[src/rtl/deser_pkg.sv]
// Shared constants and helpers for the serial-to-parallel deserializer.
// Compile-time switch: DESER_PARITY_EN appends one even-parity bit to every word.
package deser_pkg;

    localparam int DEF_WIDTH     = 8;
    localparam bit DEF_MSB_FIRST = 1'b1;

`ifdef DESER_PARITY_EN
    localparam int PAR_BITS = 1;
`else
    localparam int PAR_BITS = 0;
`endif

    // bit_cnt must be able to hold WIDTH itself (reached in parity mode)
    function automatic int cnt_width(input int width);
        return $clog2(width + 1);
    endfunction

endpackage

[src/rtl/deser_if.sv]
// Serial-in / parallel-out handshake bundle for the deserializer.
// Optional DESER_PARITY_EN adds the parity_err status line.
interface deser_if
    import deser_pkg::*;
#(
    parameter int WIDTH = DEF_WIDTH
);
    localparam int CW = cnt_width(WIDTH);

    logic             flush;
    logic             din_serial;
    logic             din_valid;
    logic             din_ready;
    logic [WIDTH-1:0] dout_parallel;
    logic             dout_valid;
    logic             dout_ready;
    logic [CW-1:0]    bit_cnt;
`ifdef DESER_PARITY_EN
    logic             parity_err;
`endif

    modport master (
        output flush, din_serial, din_valid, dout_ready,
        input  din_ready, dout_parallel, dout_valid, bit_cnt
`ifdef DESER_PARITY_EN
        , input parity_err
`endif
    );

    modport slave (
        input  flush, din_serial, din_valid, dout_ready,
        output din_ready, dout_parallel, dout_valid, bit_cnt
`ifdef DESER_PARITY_EN
        , output parity_err
`endif
    );

endinterface

[src/rtl/deser_out_reg.sv]
// Single-entry output holding register with valid/ready handshake.
// The word is only replaced on load; upstream never loads while a word is stuck.
module deser_out_reg #(
    parameter int WIDTH    = 8,
    parameter int PAR_BITS = 0
) (
    input  logic                      clk,
    input  logic                      rst,
    input  logic                      load,
    input  logic [WIDTH+PAR_BITS-1:0] load_data,
    input  logic                      ready,
    output logic                      valid,
    output logic [WIDTH+PAR_BITS-1:0] data
);

    // NOTE: sequential state uses non-blocking assignments so every register samples pre-edge values.
    always_ff @(posedge clk) begin
        if (rst) begin
            valid <= 1'b0;
            data  <= '0;
        end else if (load) begin
            valid <= 1'b1;
            data  <= load_data;
        end else if (ready) begin
            valid <= 1'b0;
        end
    end

endmodule

[src/rtl/deserializer.sv]
// Serial-to-parallel converter with a skid-free single-entry output register.
// Compile-time switch: DESER_PARITY_EN (WIDTH data bits + one even-parity bit per word).
module deserializer
    import deser_pkg::*;
#(
    parameter int WIDTH     = DEF_WIDTH,
    parameter bit MSB_FIRST = DEF_MSB_FIRST
) (
    input logic    clk,
    input logic    rst,
    deser_if.slave bus
);

    localparam int CW = cnt_width(WIDTH);
    localparam int OW = WIDTH + PAR_BITS;
`ifdef DESER_PARITY_EN
    localparam logic [CW-1:0] LAST_CNT = CW'(WIDTH);
`else
    localparam logic [CW-1:0] LAST_CNT = CW'(WIDTH - 1);
`endif

    logic [WIDTH-1:0] shreg;
    logic [WIDTH-1:0] shreg_next;
    logic [CW-1:0]    cnt;
    logic             din_bit;
    logic             last_bit;
    logic             ready;
    logic             accept;
    logic             complete;
    logic             out_valid;
    logic [OW-1:0]    load_data;
    logic [OW-1:0]    out_data;

    // Only the word-completing bit can be blocked; earlier bits never touch the output register.
    assign last_bit = (cnt == LAST_CNT);
    assign ready    = !(out_valid && !bus.dout_ready && last_bit);
    assign accept   = bus.din_valid && ready;
    assign complete = accept && last_bit && !bus.flush;
    assign din_bit  = bus.din_serial & bus.din_valid;

    // NOTE: every always_comb output gets a default first so no path can infer a latch.
    always_comb begin
        shreg_next = shreg;
        if (MSB_FIRST) shreg_next = {shreg[WIDTH-2:0], din_bit};
        else           shreg_next = {din_bit, shreg[WIDTH-1:1]};
    end

`ifdef DESER_PARITY_EN
    assign load_data = {(^shreg) ^ din_bit, shreg};
`else
    assign load_data = shreg_next;
`endif

    // NOTE: the shift register is a plain register, not a memory, so it is cleared by rst and flush.
    always_ff @(posedge clk) begin
        if (rst || bus.flush) begin
            shreg <= '0;
            cnt   <= '0;
        end else if (accept) begin
            if (last_bit) begin
                shreg <= '0;
                cnt   <= '0;
            end else begin
                shreg <= shreg_next;
                cnt   <= cnt + CW'(1);
            end
        end
    end

    deser_out_reg #(
        .WIDTH    (WIDTH),
        .PAR_BITS (PAR_BITS)
    ) u_out_reg (
        .clk       (clk),
        .rst       (rst),
        .load      (complete),
        .load_data (load_data),
        .ready     (bus.dout_ready),
        .valid     (out_valid),
        .data      (out_data)
    );

    assign bus.din_ready     = ready;
    assign bus.dout_valid    = out_valid;
    assign bus.dout_parallel = out_data[WIDTH-1:0];
    assign bus.bit_cnt       = cnt;
`ifdef DESER_PARITY_EN
    assign bus.parity_err    = out_data[WIDTH];
`endif

endmodule

[src/flat_wrapper.sv]
// flat-port wrapper written by rule: the top's interface ports become plain ports
module deserializer_flat import deser_pkg::*;
#(
    parameter int WIDTH     = DEF_WIDTH,
    parameter bit MSB_FIRST = DEF_MSB_FIRST
)
  (clk, rst, bus_flush, bus_din_serial, bus_din_valid, bus_dout_ready, bus_din_ready, bus_dout_parallel, bus_dout_valid, bus_bit_cnt);
  deser_if #(.WIDTH(WIDTH)) bus_i ();
  input logic clk;
  input logic rst;
  input wire logic [$bits(bus_i.flush)-1:0] bus_flush;
  input wire logic [$bits(bus_i.din_serial)-1:0] bus_din_serial;
  input wire logic [$bits(bus_i.din_valid)-1:0] bus_din_valid;
  input wire logic [$bits(bus_i.dout_ready)-1:0] bus_dout_ready;
  output wire logic [$bits(bus_i.din_ready)-1:0] bus_din_ready;
  output wire logic [$bits(bus_i.dout_parallel)-1:0] bus_dout_parallel;
  output wire logic [$bits(bus_i.dout_valid)-1:0] bus_dout_valid;
  output wire logic [$bits(bus_i.bit_cnt)-1:0] bus_bit_cnt;
  assign bus_i.flush = bus_flush;
  assign bus_i.din_serial = bus_din_serial;
  assign bus_i.din_valid = bus_din_valid;
  assign bus_i.dout_ready = bus_dout_ready;
  assign bus_din_ready = bus_i.din_ready;
  assign bus_dout_parallel = bus_i.dout_parallel;
  assign bus_dout_valid = bus_i.dout_valid;
  assign bus_bit_cnt = bus_i.bit_cnt;
  deserializer #(.WIDTH(WIDTH), .MSB_FIRST(MSB_FIRST)) u_core (.clk(clk), .rst(rst), .bus(bus_i));
endmodule
[config.mk]
export PLATFORM = sky130hd
export DESIGN_NAME = deserializer_flat
export DESIGN_NICKNAME = d
export VERILOG_FILES = /design/src/rtl/deser_pkg.sv /design/src/rtl/deser_if.sv /design/src/rtl/deser_out_reg.sv /design/src/rtl/deserializer.sv /design/src/flat_wrapper.sv
export SDC_FILE = /design/constraint.sdc
export NUM_CORES = 1
export LEC_CHECK = 0
export CAP_MARGIN = 25
export CORE_MARGIN = 8
export CORE_UTILIZATION = 39
export CTS_CLUSTER_DIAMETER = 30
export DETAILED_ROUTE_END_ITERATION = 6
export PLACE_DENSITY = 0.66
export SLEW_MARGIN = 40
export SYNTH_ARGS = -nofsm -noshare
export SYNTH_HDL_FRONTEND = slang
export SYNTH_HIERARCHICAL = 1
export SYNTH_SLANG_ARGS = --single-unit
[constraint.sdc]
create_clock -name clk -period 3.1 [get_ports clk]
set_clock_uncertainty 0.05 [all_clocks]
set_input_delay 0.93 -clock clk [delete_from_list [all_inputs] [get_ports clk]]
set_output_delay 0.93 -clock clk [all_outputs]
set_load 0.1 [all_outputs]
== Yosys cells after proc, flatten, opt, wreduce, memory -nomap -nowiden ==
Cells that the tools add are included.
Storage, ports and cells
  register bits: 20
  input bits: 6
  output and inout port bits: 14
  logic and storage cells: 21
Cells by class
  add/subtract/negate cells: 1
  equality and inequality tests: 1
  muxes and demuxes: 4
  bitwise logic cells: 1
  reduce and logical (&&, ||, !) cells: 10
Operators with widths (count)
  $mux 7: 1
  $logic_and 1x1->1: 5
  $add 4x1->4 const B: 1
  $eq 4x3->1 const B: 1
  $mux 4: 1
  $logic_not 1->1: 3
  $mux 1: 2
  $reduce_bool 2->1: 1
  $and 1x1->1: 1
  $logic_or 1x1->1: 1

== Depth between registers and ports, before layout ==
  depth after elaboration: 8
  gate-level depth with buffers: 8
  gate-level depth less buffers: 6

== Hierarchy ==
Netlist, hierarchy kept.
By module, submodules not included
  deserializer: instances 1, cells an instance 45, area each 480.5 um2
  deser_out_reg: instances 1, cells an instance 30, area each 321.6 um2

== Worst setup path after synthesis ==
Ideal clock, no wire load.
  path kind: reg-to-output
  from: register u_core.cnt[1], in the netlist u_core/bus.bit_cnt[1]
  to: output port bus_din_ready
  arrival time: 2.055 ns
  required time: 2.120 ns
  path slack: 0.065 ns
  stages on the path, launching flop included: 4
  buffers on the path: 0
  path through: dfxtp_1 ha_1 and3b_1 nand2_1
Between the ends
  cells in the longest elaborated chain, start to end: 3
Ends and longest elaborated chain
  start: declaration: line deserializer.sv:24  | logic [CW-1:0] cnt;
  start signal: assignment: line deserializer.sv:65  | cnt <= cnt + CW'(1);
  $eq 4x3->1: line deserializer.sv:35  | assign last_bit = (cnt == LAST_CNT);
  $logic_and 1x1->1: line deserializer.sv:36  | assign ready = !(out_valid && !bus.dout_ready && last_bit);
  $logic_not 1->1: line deserializer.sv:36
  end: declaration: line flat_wrapper.sv:15  | output wire logic [$bits(bus_i.din_ready)-1:0] bus_din_ready;
Every way passes these cells.

== Final worst setup path ==
  from: input port bus_dout_ready
  to: output port bus_din_ready
Between the ends
  cells in the longest elaborated chain, start to end: 4
Ends and longest elaborated chain
  start: declaration: line flat_wrapper.sv:14  | input wire logic [$bits(bus_i.dout_ready)-1:0] bus_dout_ready;
  $logic_not 1->1: line deserializer.sv:36
  $logic_and 1x1->1 (2 in series): line deserializer.sv:36
  $logic_not 1->1: line deserializer.sv:36
Every way passes these cells.

==> qor.yml <==
clock_tree:
  cts_sinks: 20
  clkLatencyLatePin_ps: 290
  cts_hold_buf: 0
  cts_root_buf: "clkbuf_4"
  cts.clk_slew.worst_paths_ps: 120
  postCtsSetupBuffers: 0
  tritoncts: "done"
  clk_path_buf_depth: 2
  htreeDepth: 1
  numCtsBuffers: 3
  cts_resized: 0
logic_synthesis:
  yosysUniqueCellTypes: 26
  yosysTopAreaCellShare_pct: 49.9
  synth_compound_area_share_pct: 14.8
  synth_area_sq_um: 802
  synth.net_count: 82
  synth_seq_cells: 20
  synth_edf_count: 0
  synth_top_family_by_area: "simple AND/OR/NAND/NOR gates"
  synth_area_leaders: "dfxtp_1 (50%), mux2i_1 (11%), a32o_1 (8.7%), nor2_1 (4.2%), buf_6 (4.2%)"
  yosysTopAreaCell: "dfxtp_1"
  synth_simple_gate_area_share_pct: 15.8
  synthCells: 75
  async_flop_share_pct: 0
  synth_fa_ha_area_share_pct: 1.56
  yosysSeqAreaShare_pct: 49.9
  synth-xor-area-share_pct: 0
  synth.area.mux_share_pct: 11.2
  synth_warnings: 6
  yosys_most_used_dff: "dfxtp_1"
  avgSynthCellArea_sq_um: 10.7
sta:
  hold_violations: 0
  rsz0062_at_grt: "false"
  worstMarginPinSlew_ps: 280
  fmax_mhz: 343
  drv_slew: 0
  finalSetupViolations: 0
  fin_setup_tns_ps: 0
  slew_headroom_pct: 81.5
  final.setup.worst_slack_ps: 182
  finalCritPeriodShare_pct: 94.1
  fin_crit_ps: 2920
floorplanning:
  rows: 16
  dieArea_sq_um: 3760
  core-area_sq_um: 1940
  num_io_pins: 20
  dieHeight_microns: 61.4
  initial_core_util_pct: 41.3
  die_x_microns: 61.4
route:
  viasPerCell: 4.87
  first_pass_iters: 4
  drc_errors: 0
  wl_met1_microns: 810
  wl_per_cell_microns: 13.3
  routed_wl_mm: 1.65
  via_count: 604
  wl_met2_microns: 719
  first_iter_violations: 16
  top_layer: "met4"
  ant_nets: 0
  met3_length_microns: 103
power_and_ir_drop:
  p_int_uw: 402
  p_per_area_nw_per_um2: 482
  p_sw_share_pct: 19.9
  power.switching_uw: 99.6
  leakagePower_nw: 0.424
  seqPwrFrac_pct: 51.8
  clockPowerShare_pct: 42.0
  peakVddDrop_mv: 0.319
  p_comb_share_pct: 6.3
setup_path:
  crit_family: "buffers and inverters"
  crit_path_end_kind: "primary output"
  cpMaxStageDelayCell: "clkdlybuf4s50_1"
  required_ps: 2120
  path_max_fanout: 2
  critPathKind: "in2out"
  critPathArrivalTime_ps: 1940
  path_cells: "clkdlybuf4s50_1 -> and2b_2 -> nand2_1 -> buf_12"
  start_kind: "input pin"
  crit_path_start: "bus_dout_ready"
  cp_num_buf_inv: 2
  critPathMaxStageDelay_ps: 470
  reg2reg_from: "u_core/bus.bit_cnt[0]"
global_route:
  grt_max_degree: 13
  track_usage_pct: 8.96
  antenna_found_initial: 0
  grt_pass1_vias: 545
  gr-total-overflow: 0
  grt_pass1_wl_mm: 2.54
placement:
  gp_congestion: 0.697
  dp_hpwl_mm: 1.14
  pre_cts_ws_ps: 179
  io_buffer_count: 19
layout:
  fin_nets: 105
  layout-drive-gt1-share_pct: 25.8
  area_growth_syn_to_layout_pct: 29.6
  final_common_cell: "dfxtp_1"
  final_cell_mix: "dfxtp_1 (20), buf_4 (17), nor2_1 (9), mux2i_1 (9), a32o_1 (7)"
  antenna_cells: 0
worst_hold_path:
  min_from: "u_core/u_out_reg/valid"
  hp-class: "reg2reg"
run:
  cap_violations: 0
run_status:
  outcome: "finished clean"
[state kept, by name, summed over array words and instances (netlist names)]
register / count
u_core/u_out_reg/data: 8
u_core/shreg: 7
u_core/bus.bit_cnt: 4
u_core/u_out_reg/valid: 1
[metrics by stage]
step           util, %  hold WS (ps)  std cells  power [mW]  cell area, sq um
2_1_floorplan        -           414         75       0.286               802
6_report          53.5           443        124       0.502              1040
5_1_grt           53.5           477        124       0.519              1040
3_5_place_dp      50.8           428        120       0.297               987
4_1_cts           53.5           447        124       0.506              1040
3_3_place_gp      50.8           423        120       0.297               987
[power groups by stage]
stage	Combinational, mW	Clock (mW)	Sequential (mW)
finish	0.0315	0.211	0.260
global route	0.0336	0.226	0.260
CTS	0.0317	0.215	0.260
detailed placement	0.0313	0	0.265
global placement	0.0314	0	0.266
floorplan	0.0140	0	0.272
[cell usage after synthesis (2+ instances only)]
master and n:
a32o_1 7, dfxtp_1 20, nor3_1 2, nand2_1 5
inv_1 2, buf_6 3, nor2_1 9, mux2i_1 9
[path summary, 6_finish.rpt]
path | cells past startpoint | slack [ps] | end
worst min register to register | 2 | 440 | u_core/u_out_reg/valid
worst min-delay path | 2 | 440 | u_core/u_out_reg/valid
worst max-delay path | 4 | 180 | bus_din_ready
worst max register to register | 7 | 1320 | u_core/u_out_reg/data[6]
[layer usage]
| metal | GRT usage [%] | vias to the layer above |
|---|---|---|
| met5 | 0 | - |
| met4 | 3.90 | 0 |
| met3 | 2.51 | 2 |
| met2 | 13.7 | 12 |
| met1 | 11.4 | 277 |
| li1 | - | 313 |
[worst min-delay path: stages, from the launching register on]
cell and delay [ps]:
dfxtp_1 340, nand2b_1 70, a21oi_1 50
[logic make-up (layout without fill, tap and decap cells)]
kind of cell | Yosys count | after routing
AOI/OAI and AO/OA | 13 | 13
adders and majority gates | 1 | 1
and+or+nand+nor | 25 | 25
muxes | 9 | 9
DFF | 20 | 20
buffers and inverters | 7 | 29
[area by class of cell]
cell class	count	area (sq um)
clock inverter	1	30.0
inverter	2	7.51
timing repair buffer	23	198
clock buffer	3	22.5
multi-input combinational	48	348
sequential	20	400
fill	189	902
tap	27	33.8
(Power assumes the default switching activity.)
